$ cat config.mk
export PLATFORM = sky130hd
export DESIGN_NAME = signed_fixed_point_div
export DESIGN_NICKNAME = d
export VERILOG_FILES = /design/src/rtl/signed_fixed_point_div.sv
export SDC_FILE = /design/constraint.sdc
export NUM_CORES = 1
export LEC_CHECK = 0
export ABC_AREA = 0
export CAP_MARGIN = 20
export CORE_ASPECT_RATIO = 1.2
export CORE_UTILIZATION = 30
export CTS_CLUSTER_DIAMETER = 120
export CTS_CLUSTER_SIZE = 12
export DETAILED_ROUTE_END_ITERATION = 16
export GPL_TIMING_DRIVEN = 0
export PLACE_DENSITY = 0.59
export SLEW_MARGIN = 15
export SYNTH_ARGS = -nofsm -noshare
export SYNTH_HDL_FRONTEND = slang
export SYNTH_SLANG_ARGS = --single-unit
$ cat constraint.sdc
create_clock -name clk -period 5.1 [get_ports clk]
set_clock_uncertainty 0.1 [all_clocks]
set_input_delay 1.02 -clock clk [delete_from_list [all_inputs] [get_ports clk]]
set_output_delay 1.02 -clock clk [all_outputs]
set_load 0.03 [all_outputs]
$ cat src/rtl/signed_fixed_point_div.sv
// Iterative signed fixed-point divider, Q(D.F) / Q(D.F) -> Q(D.F).
// Radix-2 restoring loop on operand magnitudes, one quotient bit per cycle,
// sign applied and saturation resolved in a final cycle.
// Optional feature macro: FIXED_DIV_ROUND_EN (round half away from zero via
// one extra guard-bit iteration); when undefined the quotient truncates toward zero.
module signed_fixed_point_div #(
  parameter int unsigned D = 16,
  parameter int unsigned F = 16
) (
  input  logic             clk,
  input  logic             rst,
  input  logic             start,
  input  logic [D+F-1:0]   a,
  input  logic [D+F-1:0]   b,
  output logic             ready,
  output logic             done,
  output logic [D+F-1:0]   q,
  output logic             ovf,
  output logic             div0
);

  localparam int unsigned W  = D + F;
`ifdef FIXED_DIV_ROUND_EN
  localparam int unsigned RND = 1;
`else
  localparam int unsigned RND = 0;
`endif
  // Quotient/dividend register width equals the iteration count.
  localparam int unsigned NB = W + F + RND;
  // Magnitude width with one spare bit so the rounding increment cannot wrap.
  localparam int unsigned MW = W + F + 1;
  localparam int unsigned CW = $clog2(NB + 1);

  localparam logic [W-1:0]  QMAX    = {1'b0, {(W-1){1'b1}}};
  localparam logic [W-1:0]  QMIN    = {1'b1, {(W-1){1'b0}}};
  localparam logic [MW-1:0] NEG_LIM = MW'(1) << (W - 1);
  localparam logic [MW-1:0] POS_LIM = NEG_LIM - MW'(1);

  typedef enum logic [1:0] {IDLE, CALC, FIN} state_t;

  state_t          state, state_n;
  logic [CW-1:0]   cnt, cnt_n;
  logic [NB-1:0]   dvd, dvd_n;
  logic [NB-1:0]   quo, quo_n;
  logic [W-1:0]    rem, rem_n;
  logic [W-1:0]    bmag, bmag_n;
  logic            sign_q, sign_q_n;
  logic            sign_a, sign_a_n;
  logic            ready_n, done_n, ovf_n, div0_n;
  logic [W-1:0]    q_n;

  logic [W-1:0]    amag;
  logic [W:0]      rem_sh;
  logic [MW-1:0]   mag;
  logic [MW-1:0]   mneg;

  // Operand magnitudes; |MIN| = 2^(W-1) is representable as unsigned W bits.
  always_comb begin
    amag = a[W-1] ? W'(-a) : a;
  end

  // Resolved quotient magnitude, with guard-bit rounding when enabled.
  always_comb begin
`ifdef FIXED_DIV_ROUND_EN
    mag = MW'(quo[NB-1:1]) + MW'(quo[0]);
`else
    mag = MW'(quo);
`endif
    mneg = MW'(0) - mag;
  end

  // Next-state and datapath/output next values.
  always_comb begin
    state_n  = state;
    cnt_n    = cnt;
    dvd_n    = dvd;
    quo_n    = quo;
    rem_n    = rem;
    bmag_n   = bmag;
    sign_q_n = sign_q;
    sign_a_n = sign_a;
    q_n      = q;
    ovf_n    = ovf;
    div0_n   = div0;
    done_n   = 1'b0;
    rem_sh   = {rem, dvd[NB-1]};

    case (state)
      IDLE: begin
        if (start) begin
          sign_q_n = a[W-1] ^ b[W-1];
          sign_a_n = a[W-1];
          bmag_n   = b[W-1] ? W'(-b) : b;
          dvd_n    = NB'(amag) << (F + RND);
          quo_n    = '0;
          rem_n    = '0;
          cnt_n    = CW'(NB);
          state_n  = CALC;
        end
      end

      CALC: begin
        if (rem_sh >= {1'b0, bmag}) begin
          rem_n = W'(rem_sh - {1'b0, bmag});
          quo_n = {quo[NB-2:0], 1'b1};
        end else begin
          rem_n = rem_sh[W-1:0];
          quo_n = {quo[NB-2:0], 1'b0};
        end
        dvd_n = dvd << 1;
        cnt_n = cnt - CW'(1);
        if (cnt == CW'(1)) begin
          state_n = FIN;
        end
      end

      FIN: begin
        if (bmag == '0) begin
          div0_n = 1'b1;
          ovf_n  = 1'b1;
          q_n    = sign_a ? QMIN : QMAX;
        end else if (!sign_q && (mag > POS_LIM)) begin
          div0_n = 1'b0;
          ovf_n  = 1'b1;
          q_n    = QMAX;
        end else if (sign_q && (mag > NEG_LIM)) begin
          div0_n = 1'b0;
          ovf_n  = 1'b1;
          q_n    = QMIN;
        end else begin
          div0_n = 1'b0;
          ovf_n  = 1'b0;
          q_n    = sign_q ? mneg[W-1:0] : mag[W-1:0];
        end
        done_n  = 1'b1;
        state_n = IDLE;
      end

      default: begin
        state_n = IDLE;
      end
    endcase

    ready_n = (state_n == IDLE);
  end

  // State, datapath and output registers with synchronous reset.
  always_ff @(posedge clk) begin
    if (rst) begin
      state  <= IDLE;
      cnt    <= '0;
      dvd    <= '0;
      quo    <= '0;
      rem    <= '0;
      bmag   <= '0;
      sign_q <= 1'b0;
      sign_a <= 1'b0;
      ready  <= 1'b1;
      done   <= 1'b0;
      q      <= '0;
      ovf    <= 1'b0;
      div0   <= 1'b0;
    end else begin
      state  <= state_n;
      cnt    <= cnt_n;
      dvd    <= dvd_n;
      quo    <= quo_n;
      rem    <= rem_n;
      bmag   <= bmag_n;
      sign_q <= sign_q_n;
      sign_a <= sign_a_n;
      ready  <= ready_n;
      done   <= done_n;
      q      <= q_n;
      ovf    <= ovf_n;
      div0   <= div0_n;
    end
  end

endmodule

==> run_results.csv, run 1 <==
group,metric,value,unit
timing,period_share,76.9,%
placement,hpwl,24400,µm
route,wl,31900,µm
timing,worst_pin_slew,0.767,ns
synth,synth_edf_count,0,
finish,layout.cells.most_common,"dfxtp_1",
critical_path,worstPathRequired,5.36,ns
finish,drive_gt1_share,3.65,%
min_path,worst_hold_startpoint,"q[26]",
placement,place_inst,1936,
finish,fillers,3707,
floorplan,die_x,175,µm
global_route,grt.total_usage,17.7,%
critical_path,worstPathArrival,4.18,ns
route,ant_nets,0,
synth,synth_seq_cells,190,
synth,syn_area_per_cell,7.87,µm²
synth,ys_warn_count,0,
critical_path,cpMaxStageDelayCell,"or4_1",
cts,cts_tree,"yes",
synth,synth_cells,1372,
finish,finalNetCount,1598,
global_route,grt_pass1_wl,52700,µm
cts,cts-root-buf,"clkbuf_16",
floorplan,die_area,36700,µm²
floorplan,start_util,30.7,%
route,drt_iter0_drc,513,
critical_path,crit_path_start_kind,"input pin",
cts,cts_resized,0,
critical_path,criticalPathCategory,"input pin to flip-flop",
finish,final_util,36.9,%
critical_path,cp-end-kind,"flip-flop",
timing,setup_viol,0,
global_route,grt_max_degree,20,
timing,hold-worst-slack,0.356,ns
synth,syn_nets,1477,
cts,cts_buffer_depth,2,
floorplan,rows,75,
synth,syn_area,10800,µm²
power_and_ir_drop,power_frac_comb,30.6,%
timing,slew_violations,0,
critical_path,max_stage_delay,0.63,ns
critical_path,rr_worst_depth,13,
power_and_ir_drop,power_frac_seq,38.4,%
finish,n_antenna_cell,0,
global_route,grt_pass1_vias,10200,
power_and_ir_drop,p_int,2.75,mW
min_path,hp-class,"flip-flop to flip-flop",
cts,cts_hold_buf,0,
placement,port_buffers,101,
floorplan,io_pins,103,
critical_path,r2r_end,"rem[25]",
synth,synth_top_cell_by_area,"dfxtp_1",
route,drc,0,
critical_path,cp.depth,8,
cts,postCtsSetupBuffers,0,
power_and_ir_drop,ir_worst_vdd,0.253,mV
finish,final_area,13000,µm²
cts,clock_latency,0.45,ns
route,num_vias,10400,
critical_path,path_delay_family,"simple AND/OR/NAND/NOR gates",
power_and_ir_drop,switching_share,35.9,%
critical_path,reg2reg_from,"bmag[5]",
power_and_ir_drop,p_switching,1.54,mW
synth,synth_area_leaders,"dfxtp_1, nor2_1, o21ai_0",
synth,ys_seq_area_share,35.2,%
timing,setup-tns-final,0,ns
cts,htree_num_levels,4,
finish,mostFrequentLayoutCells,"dfxtp_1, nor2_1, nand2_1, o21ai_0, a21oi_1",
route,dr.pass1.iters,5,
status,status,"complete, no violations",
critical_path,rrSetupSlack,1.36,ns
global_route,grt.overflow.total,0,
route,routed_via_density,5.27,
timing,period_needed,3.92,ns
critical_path,worstPathBufferInverterCount,1,
cts,clkTransAtPathRegs,0.08,ns
placement,gp_congestion,0.897,
critical_path,path_cells,"clkdlybuf4s50_1 > or3_1 > or4_1 > or4_4 > or4_1 > o41ai_2 > xor2_1 > a211oi_1",
synth,synth_top_area_share,35.2,%
global_route,antenna_found_initial,0,
critical_path,crit_top_cell,"or4_1",
floorplan,coreArea,35200,µm²
critical_path,critPathMaxFanout,5,
floorplan,die_y,210,µm
finish,area_growth,20.3,%
critical_path,crit_start,"b[8]",
cts,cts_sinks,190,
critical_path,crit_end,"bmag[29]",
placement,placed_area,12400,µm²
timing,max_slew_margin,48.9,%
power_and_ir_drop,power.density,330,nW/µm²
power_and_ir_drop,p_leak,4.91,nW
route,wl_per_cell,16.2,µm
run,drv_cap,0,
timing,rsz0062_at_grt,"false",
synth,synthFlopType,"dfxtp_1",
timing,hold_violations,0,
power_and_ir_drop,clkPwrFrac,31.0,%
synth,async_reset_ff_share,0,%
synth,ys_types,65,
finish,layoutNonFillerInstCount,1968,
timing,fmax,255,MHz
cts,cts_buffers,17,
==> metal layers <==
layer / up-vias / wire length (µm) / GRT usage (%)
li1: 5234 / - / -
met1: 4875 / 14500 / 22.0
met2: 214 / 15700 / 31.2
met3: 45 / 1120 / 2.54
met4: 0 / 618 / 5.76
met5: - / 0 / 0
==> cells by family after synthesis <==
family / after synthesis / synth area share [%]
compound gates: 458 / 28.0
simple gates: 446 / 19.4
flops: 190 / 35.2
buf+inv: 144 / 5.03
xor+xnor: 85 / 6.90
fa+ha+maj: 38 / 4.47
mux: 11 / 1.02
==> flip-flops by register name (all words and copies together) (netlist names) <==
name / cells
quo: 48
bmag: 32
dvd: 32
q: 32
rem: 32
cnt: 6
state: 2
div0: 1
done: 1
ovf: 1
ready: 1
sign_a: 1
sign_q: 1
==> final cells by class <==
cell class | instances | area (µm²) | area share (%)
plain buffers | 94 | 355 | 2.74
clock buffers | 18 | 439 | 3.38
clock inverters | 14 | 148 | 1.14
inverters | 50 | 188 | 1.45
multi-input cells | 1038 | 6450 | 49.7
flip-flops and latches | 190 | 3800 | 29.3
well taps | 462 | 578 | 4.45
repair buffers | 102 | 1020 | 7.84
==> power groups by stage <==
stage | Clock (mW) | Combinational (mW) | Sequential (mW)
4_1_cts | 1.36 | 1.31 | 1.65
5_1_grt | 1.41 | 1.46 | 1.66
3_5_place_dp | 0 | 1.30 | 1.68
6_report | 1.33 | 1.31 | 1.65
3_3_place_gp | 0 | 1.29 | 1.68
2_1_floorplan | 0 | 0.943 | 1.66
==> worst min path at each step <==
stage	end	slack [ns]	cells past startpoint
floorplan	dvd[45]	0.33	2
global placement	dvd[45]	0.34	2
detailed placement	q[26]	0.35	2
CTS	q[26]	0.37	2
global route	dvd[45]	0.39	2
finish	q[26]	0.36	2
==> cell usage after synthesis, drive strengths merged, types with 4 or more instances <==
cell type and instances:
a211oi 57, a21o 15, a21oi 111, a221oi 16, a22o 44, a22oi 11, a31oi 9, a32oi 9
buf 10, clkbuf 84, dfxtp 190, ha 37, inv 50, mux2i 11, nand2 132, nand2b 13
nand3 6, nand3b 4, nand4 12, nor2 164, nor2b 12, nor3 25, nor3b 6, nor4 20
o21ai 114, o311ai 5, o31ai 27, o41ai 13, or2 8, or3 20, or4 18, xnor2 23
xor2 62
==> metrics by stage <==
step / power, mW / setup slack, ns
final: 4.29 / 1.18
after global routing: 4.53 / 1.02
after CTS: 4.31 / 1.16
after detailed placement: 2.98 / 0.700
after global placement: 2.97 / 0.683
after floorplan: 2.60 / 1.46
==> worst register-to-register path, cell delays in order, from the launching register on <==
cell and delay (ns):
dfxtp_1 0.36, inv_1 0.06, ha_1 0.33, a21o_1 0.24, or3_1 0.34, o2111ai_1 0.25, a211o_1 0.25, a2111oi_0 0.13
nor3_1 0.25, clkbuf_1 0.43, clkbuf_1 0.56, nor2_1 0.12, mux2i_1 0.16, nand2_1 0.06
(Power assumes the default switching activity.)
==> run 2: changes to the inputs <==
==> constraint.sdc (replaced) <==
create_clock -name clk -period 3.9 [get_ports clk]
set_clock_uncertainty 0.1 [all_clocks]
set_input_delay 0.78 -clock clk [delete_from_list [all_inputs] [get_ports clk]]
set_output_delay 0.78 -clock clk [all_outputs]
set_load 0.03 [all_outputs]
==> run_results.csv, run 2 (synthesis results as in run 1) <==
group,metric,value,unit
power_and_ir_drop,total_power,5.61,mW
global_route,grt_max_degree,20,
global_route,grt_pass1_wl,52700,µm
placement,port_buffers,101,
timing,hold_violations,0,
finish,area_growth,20.4,%
critical_path,criticalPathCategory,"flip-flop to flip-flop",
floorplan,start_util,30.7,%
cts,cts_tree,"yes",
timing,period_needed,3.74,ns
finish,layout.cells.most_common,"dfxtp_1",
cts,htree_num_levels,4,
timing,fmax,268,MHz
run,drv_cap,0,
cts,clock_latency,0.44,ns
cts,clkTransAtPathRegs,0.08,ns
finish,n_antenna_cell,0,
floorplan,die_area,36700,µm²
global_route,grt.overflow.total,0,
global_route,grt_pass1_vias,10200,
floorplan,die_y,210,µm
timing,period_share,95.8,%
power_and_ir_drop,p_leak,4.92,nW
route,drt_iter0_drc,508,
cts,cts-root-buf,"clkbuf_16",
critical_path,worstPathArrival,3.99,ns
critical_path,cpMaxStageDelayCell,"a2111oi_0",
route,num_vias,10400,
finish,drive_gt1_share,3.85,%
critical_path,cp-end-kind,"flip-flop",
route,routed_via_density,5.26,
floorplan,io_pins,103,
cts,cts_sinks,190,
route,dr.pass1.iters,5,
route,wl_per_cell,16.2,µm
finish,final_util,36.9,%
placement,placed_area,12400,µm²
power_and_ir_drop,ir_worst_vdd,0.329,mV
global_route,grt.total_usage,17.7,%
floorplan,die_x,175,µm
floorplan,coreArea,35200,µm²
placement,hpwl,24400,µm
global_route,antenna_found_initial,0,
critical_path,rrSetupSlack,0.16,ns
min_path,hp-class,"flip-flop to flip-flop",
status,status,"complete, no violations",
timing,fin_ws,0.164,ns
timing,rsz0062_at_grt,"true",
cts,postCtsSetupBuffers,0,
min_path,holdPathEnd,"q[26]",
critical_path,crit_path_start_kind,"flip-flop",
critical_path,worstPathRequired,4.16,ns
critical_path,reg2reg_from,"bmag[14]",
route,drc,0,
critical_path,critPathMaxFanout,10,
power_and_ir_drop,power.density,432,nW/µm²
critical_path,r2r_end,"rem[30]",
timing,worst_pin_slew,0.760,ns
timing,setup_viol,0,
timing,slew_violations,0,
critical_path,path_cells,"inv_1 > ha_1 > clkbuf_1 > o211ai_1 > o21ai_0 > a41o_1 > nand2_1 > a2111oi_0 > nor3_1 > clkbuf_1 > inv_2 > nand2_1 > o31ai_1",
route,wl,31900,µm
floorplan,rows,75,
min_path,worst_hold_startpoint,"q[26]",
placement,post-place-ws,-0.260,ns
finish,mostFrequentLayoutCells,"dfxtp_1, nor2_1, nand2_1, o21ai_0, a21oi_1",
route,ant_nets,0,
finish,finalNetCount,1598,
finish,largest-register,"quo",
cts,cts_buffers,17,
finish,largest_register_ffs,48,
min_path,hold_path_depth,2,
critical_path,max_stage_delay,0.43,ns
critical_path,rr_worst_depth,13,
placement,gp_congestion,0.897,
timing,max_slew_margin,49.3,%
finish,final_area,13000,µm²
cts,cts_buffer_depth,2,
==> run 2: layout make-up <==
type,count,area (µm²)
fill,3706,22200
multi-input combinational,1038,6460
clock inverter,14,148
clock buffer,18,439
inverter,50,188
buffer,94,358
sequential,190,3800
tap,462,578
timing repair buffer,102,1020
==> run 2: report_power, final <==
group	internal (mW)	switching (mW)	total (mW)
registers	2.06	0.0964	2.15
logic	0.669	1.05	1.72
clock network	0.870	0.865	1.73
==> run 2: layer usage <==
layer  vias up  wire length [µm]  global-route usage (%)
met1      4870             14400                    22.0
met4         0               624                    5.76
li1       5232                 -                       -
met2       211             15700                    31.2
met5         -                 0                       0
met3        45              1140                    2.54
==> run 2: timing repair <==
item                       CTS  global route
hold endpoints to repair     0             0
setup endpoints to repair    0            14
hold buffers                 0             0
gates resized for setup      0             6
==> run 2: worst max path at each step <==
stage	endpoint	depth (start not counted)	slack, ns	from
2_1_floorplan	bmag[28]	8	0.50	b[4]
3_3_place_gp	bmag[29]	8	-0.28	b[7]
3_5_place_dp	bmag[29]	8	-0.26	b[7]
4_1_cts	rem[30]	13	0.12	bmag[14]
5_1_grt	rem[30]	13	-0.04	bmag[14]
6_report	rem[30]	13	0.16	bmag[14]
==> run 2: through the flow <==
stage                     cells  TNS (ns)  hold slack, ns
after floorplan            1372         0           0.325
after global placement     1935     -1.24           0.340
after detailed placement   1936     -1.28           0.347
after CTS                  1968         0           0.366
after global routing       1968   -0.0750           0.392
final                      1968         0           0.356
==> run 2: critical path, delay by kind of cell, from the launching register on <==
family                   cells  cell delay, ns
flip-flops                   1            0.41
AO/OA/AOI/OAI                5            1.47
buffers and inverters        4            0.94
AND/OR/NAND/NOR              3            0.45
adder cells (fa/ha/maj)      1            0.27
==> run 3: changes to the inputs <==
--- a/config.mk
+++ b/config.mk
@@ -13,7 +13,7 @@
 export CTS_CLUSTER_SIZE = 12
 export DETAILED_ROUTE_END_ITERATION = 16
 export GPL_TIMING_DRIVEN = 0
-export PLACE_DENSITY = 0.59
+export PLACE_DENSITY_LB_ADDON = 0.1
 export SLEW_MARGIN = 15
 export SYNTH_ARGS = -nofsm -noshare
 export SYNTH_HDL_FRONTEND = slang
==> run_results.csv, run 3 (synthesis results as in run 1) <==
group,metric,value,unit
run,drv_cap,0,
route,wl_per_cell,16.9,µm
critical_path,crit_path_start_kind,"input pin",
placement,port_buffers,101,
timing,slew_violations,0,
critical_path,cpMaxStageDelayCell,"or4_4",
finish,n_antenna_cell,0,
cts,clock_latency,0.46,ns
power_and_ir_drop,power.density,440,nW/µm²
finish,largest_register_ffs,48,
timing,period_share,94.0,%
route,dr.pass1.iters,4,
critical_path,crit_start,"b[4]",
min_path,worst_hold_startpoint,"q[26]",
finish,mostFrequentLayoutCells,"dfxtp_1, nor2_1, nand2_1, o21ai_0, a21oi_1",
route,wl,33300,µm
route,ant_nets,0,
timing,max_slew_margin,45.8,%
global_route,grt_pass1_vias,10100,
timing,rsz0062_at_grt,"false",
finish,area_growth,20.5,%
placement,post-place-ws,-0.245,ns
global_route,grt.overflow.total,0,
timing,setup_viol,0,
critical_path,worstPathRequired,4.17,ns
global_route,grt_max_degree,18,
timing,period_needed,3.67,ns
timing,worst_pin_slew,0.813,ns
floorplan,io_pins,103,
global_route,grt_pass1_wl,54200,µm
critical_path,crit_top_cell,"or4_4",
power_and_ir_drop,ir_worst_vdd,0.309,mV
critical_path,worstPathArrival,3.93,ns
min_path,hp-class,"flip-flop to flip-flop",
route,drt_iter0_drc,475,
placement,gp_congestion,0.868,
cts,cts_sinks,190,
critical_path,criticalPathCategory,"input pin to flip-flop",
critical_path,rr_worst_depth,13,
cts,htree_num_levels,4,
finish,layout.cells.most_common,"dfxtp_1",
critical_path,max_stage_delay,0.57,ns
finish,drive_gt1_share,3.85,%
route,num_vias,10300,
finish,finalNetCount,1598,
floorplan,die_area,36700,µm²
critical_path,cp-end-kind,"flip-flop",
status,status,"complete, no violations",
floorplan,rows,75,
route,routed_via_density,5.21,
floorplan,start_util,30.7,%
placement,place_inst,1936,
critical_path,rrSetupSlack,0.38,ns
route,drc,0,
cts,clkTransAtPathRegs,0.08,ns
cts,cts_hold_buf,0,
global_route,antenna_found_initial,0,
cts,cts-root-buf,"clkbuf_16",
placement,hpwl,25600,µm
global_route,grt.total_usage,18.6,%
floorplan,die_x,175,µm
timing,fmax,273,MHz
critical_path,path_cells,"clkdlybuf4s50_1 > nor4_2 > nand2_1 > or4_4 > or4_4 > or4_4 > o21ai_1 > xor2_1 > a211oi_1",
finish,layoutNonFillerInstCount,1968,
cts,cts_tree,"yes",
power_and_ir_drop,p_leak,4.93,nW
min_path,holdPathEnd,"q[26]",
timing,hold_violations,0,
timing,fin_ws,0.235,ns
finish,largest-register,"quo",
critical_path,r2r_end,"rem[31]",
floorplan,coreArea,35200,µm²
power_and_ir_drop,total_power,5.72,mW
floorplan,die_y,210,µm
finish,final_util,37.0,%
cts,cts_buffer_depth,2,
critical_path,critPathMaxFanout,5,
cts,cts_buffers,17,
min_path,hold_path_depth,2,
critical_path,reg2reg_from,"bmag[5]",
==> run 3: how the worst max path moves through the flow <==
stage / slack [ns] / end / cells after the start
6_report: 0.23 / bmag[30] / 9
5_1_grt: 0.08 / bmag[29] / 9
4_1_cts: 0.03 / rem[13] / 13
3_5_place_dp: -0.25 / bmag[30] / 9
3_3_place_gp: -0.23 / bmag[29] / 8
2_1_floorplan: 0.50 / bmag[28] / 8
==> run 3: routing by layer <==
layer	wire length [µm]	share of wire (%)	global-route usage, %
met1	15500	46	23.7
met2	16300	49	32.6
met3	1110	3.3	2.95
met4	408	1.2	4.80
met5	0	0	0
==> run 3: cell type report <==
| type | count | area [µm²] |
|---|---|---|
| clock buffer | 20 | 447 |
| tap | 462 | 578 |
| buffer | 94 | 360 |
| multi-input combinational | 1038 | 6460 |
| inverter | 50 | 190 |
| timing repair buffer | 102 | 1020 |
| clock inverter | 12 | 151 |
| sequential | 190 | 3800 |
| fill | 3783 | 22200 |
==> run 3: where the power goes <==
group / internal [mW] / switching, mW
combinational: 0.674 / 1.07
sequential: 2.06 / 0.0994
clock: 0.979 / 0.844
==> run 3: timing repair <==
| action | 4_1_cts | 5_1_grt |
|---|---|---|
| setup buffers | 0 | 0 |
| endpoints found under the setup margin | 0 | 24 |
| gates resized for setup | 0 | 11 |
==> run 3: per-stage QoR <==
stage	TNS, ns	cell area, µm²	hold slack (ns)
final	0	13000	0.353
after CTS	0	13000	0.363
after global routing	0	13000	0.368
after global placement	-2.15	12400	0.337
after floorplan	0	10800	0.325
after detailed placement	-1.15	12400	0.343
==> run 3: critical path: cells and delay by family <==
family / cells / cell delay (ns)
AO/OA/AOI/OAI: 2 / 0.40
XOR/XNOR: 1 / 0.09
buffers and inverters: 1 / 0.47
AND/OR/NAND/NOR: 5 / 2.18
